**config.mk**
```make
export PLATFORM = sky130hd
export DESIGN_NAME = axi_master_bridge
export DESIGN_NICKNAME = d
export VERILOG_FILES = /design/src/rtl/axi_pkg.sv /design/src/rtl/axi_master_bridge.sv
export SDC_FILE = /design/constraint.sdc
export NUM_CORES = 1
export LEC_CHECK = 0
export BUFFER_PORTS_ARGS = -buffer_cell sky130_fd_sc_hd__buf_4
export CORE_AREA = 2 2 137 139
export CTS_CLUSTER_SIZE = 25
export DETAILED_ROUTE_END_ITERATION = 7
export DIE_AREA = 0 0 139 141
export PLACE_DENSITY = 0.6
export SYNTH_ARGS = -nofsm -noshare
export SYNTH_HDL_FRONTEND = slang
export SYNTH_SLANG_ARGS = --single-unit
```
**constraint.sdc**
```tcl
create_clock -name clk -period 1.6 [get_ports clk]
set_input_delay 0.16 -clock clk [delete_from_list [all_inputs] [get_ports clk]]
set_output_delay 0.16 -clock clk [all_outputs]
set_load 0.005 [all_outputs]
```
**src/rtl/axi_pkg.sv**
```systemverilog
// Shared AXI4 constants and the bridge FSM state encodings.
package axi_pkg;

    localparam logic [2:0] SIZE_4B    = 3'b010;
    localparam logic [1:0] BURST_INCR = 2'b01;
    localparam logic [1:0] RESP_OKAY  = 2'b00;

    typedef enum logic [1:0] {
        R_IDLE,
        R_ADDR,
        R_DATA,
        R_END
    } rd_state_t;

    typedef enum logic [2:0] {
        W_IDLE,
        W_ADDR,
        W_DATA,
        W_RESP,
        W_END
    } wr_state_t;

endpackage

```
**src/rtl/axi_master_bridge.sv**
```systemverilog
// Arbiter read/write requests to AXI4 INCR bursts, one outstanding per direction.
module axi_master_bridge
    import axi_pkg::*;
#(
    parameter int                  AXI_ID_W = 4,
    parameter logic [AXI_ID_W-1:0] RD_ID    = '0,
    parameter logic [AXI_ID_W-1:0] WR_ID    = {{(AXI_ID_W-1){1'b0}}, 1'b1}
) (
    input  logic                clk,
    input  logic                rst,
    // arbiter side
    input  logic                axi_ce_i,
    input  logic                axi_ren_i,
    input  logic                axi_rready_i,
    input  logic [31:0]         axi_raddr_i,
    input  logic [7:0]          axi_rlen_i,
    output logic [31:0]         rdata_o,
    output logic                rdata_valid_o,
    input  logic                axi_wen_i,
    input  logic [31:0]         axi_waddr_i,
    input  logic [31:0]         axi_wdata_i,
    input  logic [3:0]          axi_wsel_i,
    input  logic [7:0]          axi_wlen_i,
    input  logic                axi_wvalid_i,
    input  logic                axi_wlast_i,
    output logic                wdata_resp_o,
    output logic                bus_err_o,
    // AR
    output logic [AXI_ID_W-1:0] arid,
    output logic [31:0]         araddr,
    output logic [7:0]          arlen,
    output logic [2:0]          arsize,
    output logic [1:0]          arburst,
    output logic                arvalid,
    input  logic                arready,
    // R
    input  logic [AXI_ID_W-1:0] rid,
    input  logic [31:0]         rdata,
    input  logic [1:0]          rresp,
    input  logic                rlast,
    input  logic                rvalid,
    output logic                rready,
    // AW
    output logic [AXI_ID_W-1:0] awid,
    output logic [31:0]         awaddr,
    output logic [7:0]          awlen,
    output logic [2:0]          awsize,
    output logic [1:0]          awburst,
    output logic                awvalid,
    input  logic                awready,
    // W
    output logic [31:0]         wdata,
    output logic [3:0]          wstrb,
    output logic                wlast,
    output logic                wvalid,
    input  logic                wready,
    // B
    input  logic [AXI_ID_W-1:0] bid,
    input  logic [1:0]          bresp,
    input  logic                bvalid,
    output logic                bready
);

    rd_state_t   rd_state, rd_next;
    wr_state_t   wr_state, wr_next;
    logic [31:0] raddr_q, waddr_q;
    logic [7:0]  rlen_q, wlen_q, wcnt;
    logic [3:0]  wsel_q;

    // IDs are not checked (single outstanding) and the arbiter's wvalid/wlast
    // are informational; fold them here so they are visibly consumed.
    logic unused_inputs;
    assign unused_inputs = ^{rid, bid, axi_wvalid_i, axi_wlast_i};

    assign arid    = RD_ID;
    assign araddr  = raddr_q;
    assign arlen   = rlen_q;
    assign arsize  = SIZE_4B;
    assign arburst = BURST_INCR;
    assign awid    = WR_ID;
    assign awaddr  = waddr_q;
    assign awlen   = wlen_q;
    assign awsize  = SIZE_4B;
    assign awburst = BURST_INCR;
    assign wdata   = axi_wdata_i;
    assign wstrb   = wsel_q;

    // Read beats pass straight through to the arbiter.
    assign rdata_o       = rdata;
    assign rdata_valid_o = rvalid & rready;

    // Read FSM state register.
    always_ff @(posedge clk or negedge rst) begin
        if (!rst) rd_state <= R_IDLE;
        else      rd_state <= rd_next;
    end

    // Read request latch: address/length captured at acceptance.
    always_ff @(posedge clk or negedge rst) begin
        if (!rst) begin
            raddr_q <= '0;
            rlen_q  <= '0;
        end else if (rd_state == R_IDLE && axi_ce_i && axi_ren_i) begin
            raddr_q <= axi_raddr_i;
            rlen_q  <= axi_rlen_i;
        end
    end

    // Read FSM next state and AR/R handshake outputs; R_END swallows the
    // still-high request in the cycle it is being dropped.
    always_comb begin
        rd_next = rd_state;
        arvalid = 1'b0;
        rready  = 1'b0;
        case (rd_state)
            R_IDLE: if (axi_ce_i && axi_ren_i) rd_next = R_ADDR;
            R_ADDR: begin
                arvalid = 1'b1;
                if (arready) rd_next = R_DATA;
            end
            R_DATA: begin
                rready = axi_rready_i;
                if (rvalid && axi_rready_i && rlast) rd_next = R_END;
            end
            R_END:   rd_next = R_IDLE;
            default: rd_next = R_IDLE;
        endcase
    end

    // Write FSM state register.
    always_ff @(posedge clk or negedge rst) begin
        if (!rst) wr_state <= W_IDLE;
        else      wr_state <= wr_next;
    end

    // Write request latch and beat counter.
    always_ff @(posedge clk or negedge rst) begin
        if (!rst) begin
            waddr_q <= '0;
            wlen_q  <= '0;
            wsel_q  <= '0;
            wcnt    <= '0;
        end else if (wr_state == W_IDLE && axi_ce_i && axi_wen_i) begin
            waddr_q <= axi_waddr_i;
            wlen_q  <= axi_wlen_i;
            wsel_q  <= axi_wsel_i;
            wcnt    <= '0;
        end else if (wr_state == W_DATA && wready) begin
            wcnt    <= wcnt + 8'd1;
        end
    end

    // Write FSM next state and AW/W/B outputs. The last W beat gives no
    // resp pulse; that pulse is deferred to B so the arbiter's final pulse
    // means the write is complete.
    always_comb begin
        wr_next      = wr_state;
        awvalid      = 1'b0;
        wvalid       = 1'b0;
        wlast        = 1'b0;
        bready       = 1'b0;
        wdata_resp_o = 1'b0;
        case (wr_state)
            W_IDLE: if (axi_ce_i && axi_wen_i) wr_next = W_ADDR;
            W_ADDR: begin
                awvalid = 1'b1;
                if (awready) wr_next = W_DATA;
            end
            W_DATA: begin
                wvalid = 1'b1;
                wlast  = (wcnt == wlen_q);
                if (wready) begin
                    if (wcnt == wlen_q) wr_next = W_RESP;
                    else                wdata_resp_o = 1'b1;
                end
            end
            W_RESP: begin
                bready = 1'b1;
                if (bvalid) begin
                    wdata_resp_o = 1'b1;
                    wr_next      = W_END;
                end
            end
            W_END:   wr_next = W_IDLE;
            default: wr_next = W_IDLE;
        endcase
    end

    // Sticky error flag on any non-OKAY read or write response.
    always_ff @(posedge clk or negedge rst) begin
        if (!rst) begin
            bus_err_o <= 1'b0;
        end else if ((rvalid && rready && rresp != RESP_OKAY) ||
                     (bvalid && bready && bresp != RESP_OKAY)) begin
            bus_err_o <= 1'b1;
        end
    end

endmodule
```
[Word-level counts from Yosys, hierarchy flattened]
Cells that the tools add are included.
Word-level totals
  bits in registers: 98
  bits of input ports: 174
  output and inout port bits: 175
  word-level logic and storage cells: 69
Cells by class
  $add $sub $neg: 1
  eq/ne operators: 15
  mux-type cells: 22
  bitwise operators: 1
  reduce and logical (&&, ||, !) cells: 21
Operators with widths (number)
  2-to-1 mux 8 bit: 2
  2-to-1 mux 3 bit: 5
  logical AND 1 bit: 13
  case mux 3 bit (4 select lines): 1
  inequality test 2 bit (second input constant): 5
  2-to-1 mux 1 bit: 9
  adder 8 x 1 -> 8 bit (second input constant): 1
  equality test 8 bit: 1
  case mux 2 bit (4 select lines): 1
  equality test 3 x 2 -> 1 bit (second input constant): 2
  2-to-1 mux 2 bit: 3
  inequality test 2 x 1 -> 1 bit (second input constant): 3
  nonzero test 2 bit: 3
  AND reduction 5 bit: 1
  equality test 2 bit (second input constant): 2
  equality test 3 x 1 -> 1 bit (second input constant): 1
  zero test 3 bit: 1
  AND reduction 3 bit: 1
  equality test 2 x 1 -> 1 bit (second input constant): 1
  zero test 2 bit: 1
  case mux 1 bit (2 select lines): 1
  bitwise AND 1 bit: 1
  logical OR 1 bit: 1

[Logic depth before layout (Yosys ltp)]
  word-level depth: 5
  depth in mapped cells: 5
  depth with buffers taken out: 5

[Worst setup path after synthesis]
Ideal clock, no wire load.
  kind: register -> register
  from: register wr_state[2]
  to: register waddr_q[19], in the netlist awaddr[19]
  setup time: 0.127 ns
  arrival time: 1.330 ns
  data required time: 1.473 ns
  slack: 0.143 ns
  stages on the path, launching flop included: 6
  path buffers: 1
  clock period less this slack: 1.457 ns
  cells stage by stage: dfrtp_1 -> nor2_2 -> nand3_2 -> nor2_8 -> buf_6 -> mux2_1
Between the ends
  cells in the longest elaborated chain, start to end: 3
Ends and longest elaborated chain
  start: declaration: RTL line axi_master_bridge.sv:65  | wr_state_t wr_state, wr_next;
  start signal: assignment: RTL line axi_master_bridge.sv:133  | else wr_state <= wr_next;
  zero test 3 bit: RTL line axi_master_bridge.sv:143  | end else if (wr_state == W_IDLE && axi_ce_i && axi_wen_i) begin
  logical AND 1 bit (2 in a row): RTL line axi_master_bridge.sv:143
  end signal: assignment: RTL line axi_master_bridge.sv:144  | waddr_q <= axi_waddr_i;
  end: declaration: RTL line axi_master_bridge.sv:66  | logic [31:0] raddr_q, waddr_q;
No other way between the ends.
A chain may end at the register's enable or synchronous reset.

[Worst setup path after layout]
  from: register wlen_q[2], in the netlist awlen[2]
  to: output wlast
Between the ends
  cells in the longest elaborated chain, start to end: 2
Ends and longest elaborated chain
  start: declaration: RTL line axi_master_bridge.sv:67  | logic [7:0] rlen_q, wlen_q, wcnt;
  start signal: assignment: RTL line axi_master_bridge.sv:145  | wlen_q <= axi_wlen_i;
  equality test 8 bit: RTL line axi_master_bridge.sv:171  | wlast = (wcnt == wlen_q);
  2-to-1 mux 1 bit: RTL line axi_master_bridge.sv:163  | case (wr_state)
  end: declaration: RTL line axi_master_bridge.sv:54  | output logic wlast,
No other way between the ends.

==> flow_summary.json <==
{
  "status": "finished with violations",
  "failed_checks": "setup timing",
  "critPathMaxStageDelay_ns": 0.42,
  "fmax_mhz": 597,
  "antenna_found_initial": 0,
  "dieHeight_um": 141,
  "final_antenna_net_count": 0,
  "rsz0062_at_grt": "yes",
  "grt_pass1_vias": 3394,
  "area_delta_synth_final_pct": 37.6,
  "pre_cts_ws_ns": 0.0723,
  "layout_min_cycle_time_ns": 1.67,
  "avgRoutedWirePerCell_um": 15.9,
  "synth-compound-area-share_pct": 1.45,
  "post-route-drc-count": 0,
  "synth_top_family_by_area": "multiplexers",
  "crit_family": "simple AND/OR/NAND/NOR gates",
  "ioPinCount": 349,
  "crit_cells": 5,
  "cts-root-buf": "clkbuf_16",
  "worst_slack_ns": -0.0746,
  "async_flop_share_pct": 100,
  "final_hold_viol_count": 0,
  "gr-usage-all-layers_pct": 11.3,
  "syn_avg_cell_area_um2": 13.7,
  "ir_drop_mv": 0.750,
  "finClkSkew_ns": 0.0106,
  "htree_levels": 3,
  "grt_pass1_wl_um": 17600,
  "worst-setup-path-type": "reg -> out",
  "postRouteWirelength_um": 11900,
  "crit_buf_inv": 1,
  "yosys-mux-area-fraction_pct": 22.7,
  "hold_class": "in -> reg",
  "static-leakage-power_nw": 3.21,
  "core_area_mm2": 0.0183,
  "synth-seq-cells": 98,
  "port_buffers": 192,
  "p_total_mw": 11.8,
  "overflow": 0,
  "final-max-slew-violation-count": 0,
  "cts_buffer_depth": 2,
  "netlist_area_mm2": 0.00483,
  "drive_above_1_share_pct": 63.9,
  "worstPathArrival_ns": 1.51,
  "via_per_inst": 4.21,
  "dr.pass1.iters": 4,
  "seq_area_frac_synth_pct": 50.8,
  "cp_cell_sequence": "xnor2_1 > nand4_1 > nor2_4 > and2_4 > buf_6",
  "hpwl_um": 8190,
  "min_period_over_period_pct": 105,
  "clock-sinks": 98,
  "fill_cells": 1814,
  "cp_max_fo": 3,
  "cts_tree": "done",
  "clk_pin_slew_worst_paths_ns": 0.07,
  "vias": 3148,
  "cts_made_buffers": 9,
  "syn_inst": 353,
  "dieArea_mm2": 0.0196,
  "p_per_area_mw_per_mm2": 1780,
  "crit_slowest_cell": "dfrtp_1",
  "synthAdderAreaFrac_pct": 1.29,
  "yosys_warnings": 0,
  "end_kind": "output pin",
  "rr_worst_depth": 7,
  "diodes": 0,
  "start_util_pct": 26.5,
  "finalWeightedCongestion": 0.736,
  "yosysUniqueCellTypes": 33,
  "num_rows": 50,
  "synth_simple_gate_area_share_pct": 5.52,
  "nets": 687,
  "synth_xor_area_share_pct": 2.72,
  "max_slew_margin_pct": 64.5,
  "finalSetupTns_ns": -0.132,
  "finalSetupViolCount": 2,
  "yosys_most_used_dff": "dfrtp_1",
  "worst_slew_pin_slew_ns": 0.533,
  "grt_max_degree": 99,
  "finalCoreUtilization_pct": 36.4,
  "maxCapViolCount": 0,
  "hold_slack_ns": 0.0401,
  "crit_path_start_kind": "register",
  "clk_latency_ns": 0.34,
  "die_w_um": 139,
  "synth_edf_count": 0,
  "crit_required_ns": 1.44,
  "hold_depth": 2,
  "drt-initial-drc-count": 78
}
[repair_timing]
action | in CTS | in global routing
pin swaps | 1 | 3
hold endpoints to repair | 98 | 0
cloned | 0 | 5
buffers inserted | 8 | 5
setup endpoints to repair | 2 | 45
gates resized for setup | 8 | 9
hold buffers | 1 | 0
[sequential cells by signal, indices dropped and copies added (netlist names)]
signal,flops
rd_state,2
awlen,8
arlen,8
awaddr,32
araddr,32
wstrb,4
bus_err_o,1
wr_state,3
wcnt,8
[path summary, 6_finish.rpt]
kind / start / end / slack [ns]
min in group asynchronous: rst / araddr[20]$_DFFE_PN0P_ / 0.43
max in group asynchronous: rst / wstrb[2]$_DFFE_PN0P_ / 0.76
setup reg to reg: wr_state[0]$_DFFE_PN0P_ / wstrb[2]$_DFFE_PN0P_ / 0
setup / recovery: awlen[2]$_DFFE_PN0P_ / wlast / -0.07
hold / removal: axi_raddr_i[13] / araddr[13]$_DFFE_PN0P_ / 0.04
hold reg to reg: bus_err_o$_DFFE_PN0P_ / bus_err_o$_DFFE_PN0P_ / 0.48
[metrics by stage]
| stage | std cells | instance area (um^2) |
|---|---|---|
| floorplan | 369 | 4890 |
| global placement | 712 | 6030 |
| detailed placement | 712 | 6030 |
| CTS | 737 | 6440 |
| global route | 747 | 6650 |
| finish | 747 | 6650 |
[cell usage in the layout (no fill, tap or decap), types with 2 or more instances in the layout]
master / count
a21oi_1: 2
and2_1: 3
and3_1: 2
buf_12: 6
buf_4: 205
buf_6: 3
bufinv_16: 2
clkbuf_1: 3
clkbuf_16: 14
conb_1: 18
dfrtp_1: 97
ha_1: 4
inv_1: 3
mux2_2: 40
mux2_4: 44
nand2_1: 7
nand3_1: 2
nand4_1: 5
nor2_1: 9
nor2_4: 2
nor2b_1: 2
nor3_1: 2
o21ai_0: 5
xnor2_1: 12
xor2_1: 3
[power breakdown]
part / leakage [nW] / total (mW) / internal, mW / switching [mW]
Combinational: 1.88 / 5.09 / 3.42 / 1.66
Clock: 0.147 / 2.33 / 1.38 / 0.948
Sequential: 1.18 / 4.42 / 3.66 / 0.756
[logic make-up after synthesis]
kind of cell | after synthesis
other | 2
muxes | 84
and+or+nand+nor | 43
buffers and inverters | 95
DFF | 98
AOI/OAI and AO/OA | 11
adders and majority gates | 5
xor gates and xnor gates | 15
[cell usage after synthesis (4+ instances only)]
cell type  number  share of area [%]
o21ai_0         5               0.52
buf_12          4                1.7
nand2_1         7               0.54
nor2_1         10               0.78
dfrtp_1        98                 51
nand4_1         5               0.65
mux2_4         40                 12
mux2_2         43                 10
buf_4          83                 13
buf_2           4               0.41
ha_1            5                1.3
xnor2_1        12                2.2
and2_1          4               0.52
[cell type report]
| class | instances | area (um^2) | area share [%] |
|---|---|---|---|
| Inverter | 3 | 11.3 | 0.169 |
| Sequential cell | 98 | 2450 | 36.9 |
| Clock inverter | 4 | 76.3 | 1.15 |
| Tap cell | 234 | 293 | 4.40 |
| Clock buffer | 12 | 236 | 3.56 |
| Timing Repair Buffer | 220 | 1830 | 27.5 |
| Multi-Input combinational cell | 176 | 1750 | 26.3 |
[metal layers]
| layer | share of wire [%] | vias to the layer above | track usage [%] |
|---|---|---|---|
| met1 | 39 | 1545 | 12.7 |
| li1 | - | 1396 | - |
| met2 | 49 | 174 | 18.5 |
| met3 | 9.3 | 33 | 5.50 |
| met4 | 2.2 | 0 | 4.63 |
| met5 | 0 | - | 0.752 |
Note: power is estimated with default switching activity, not from simulation.
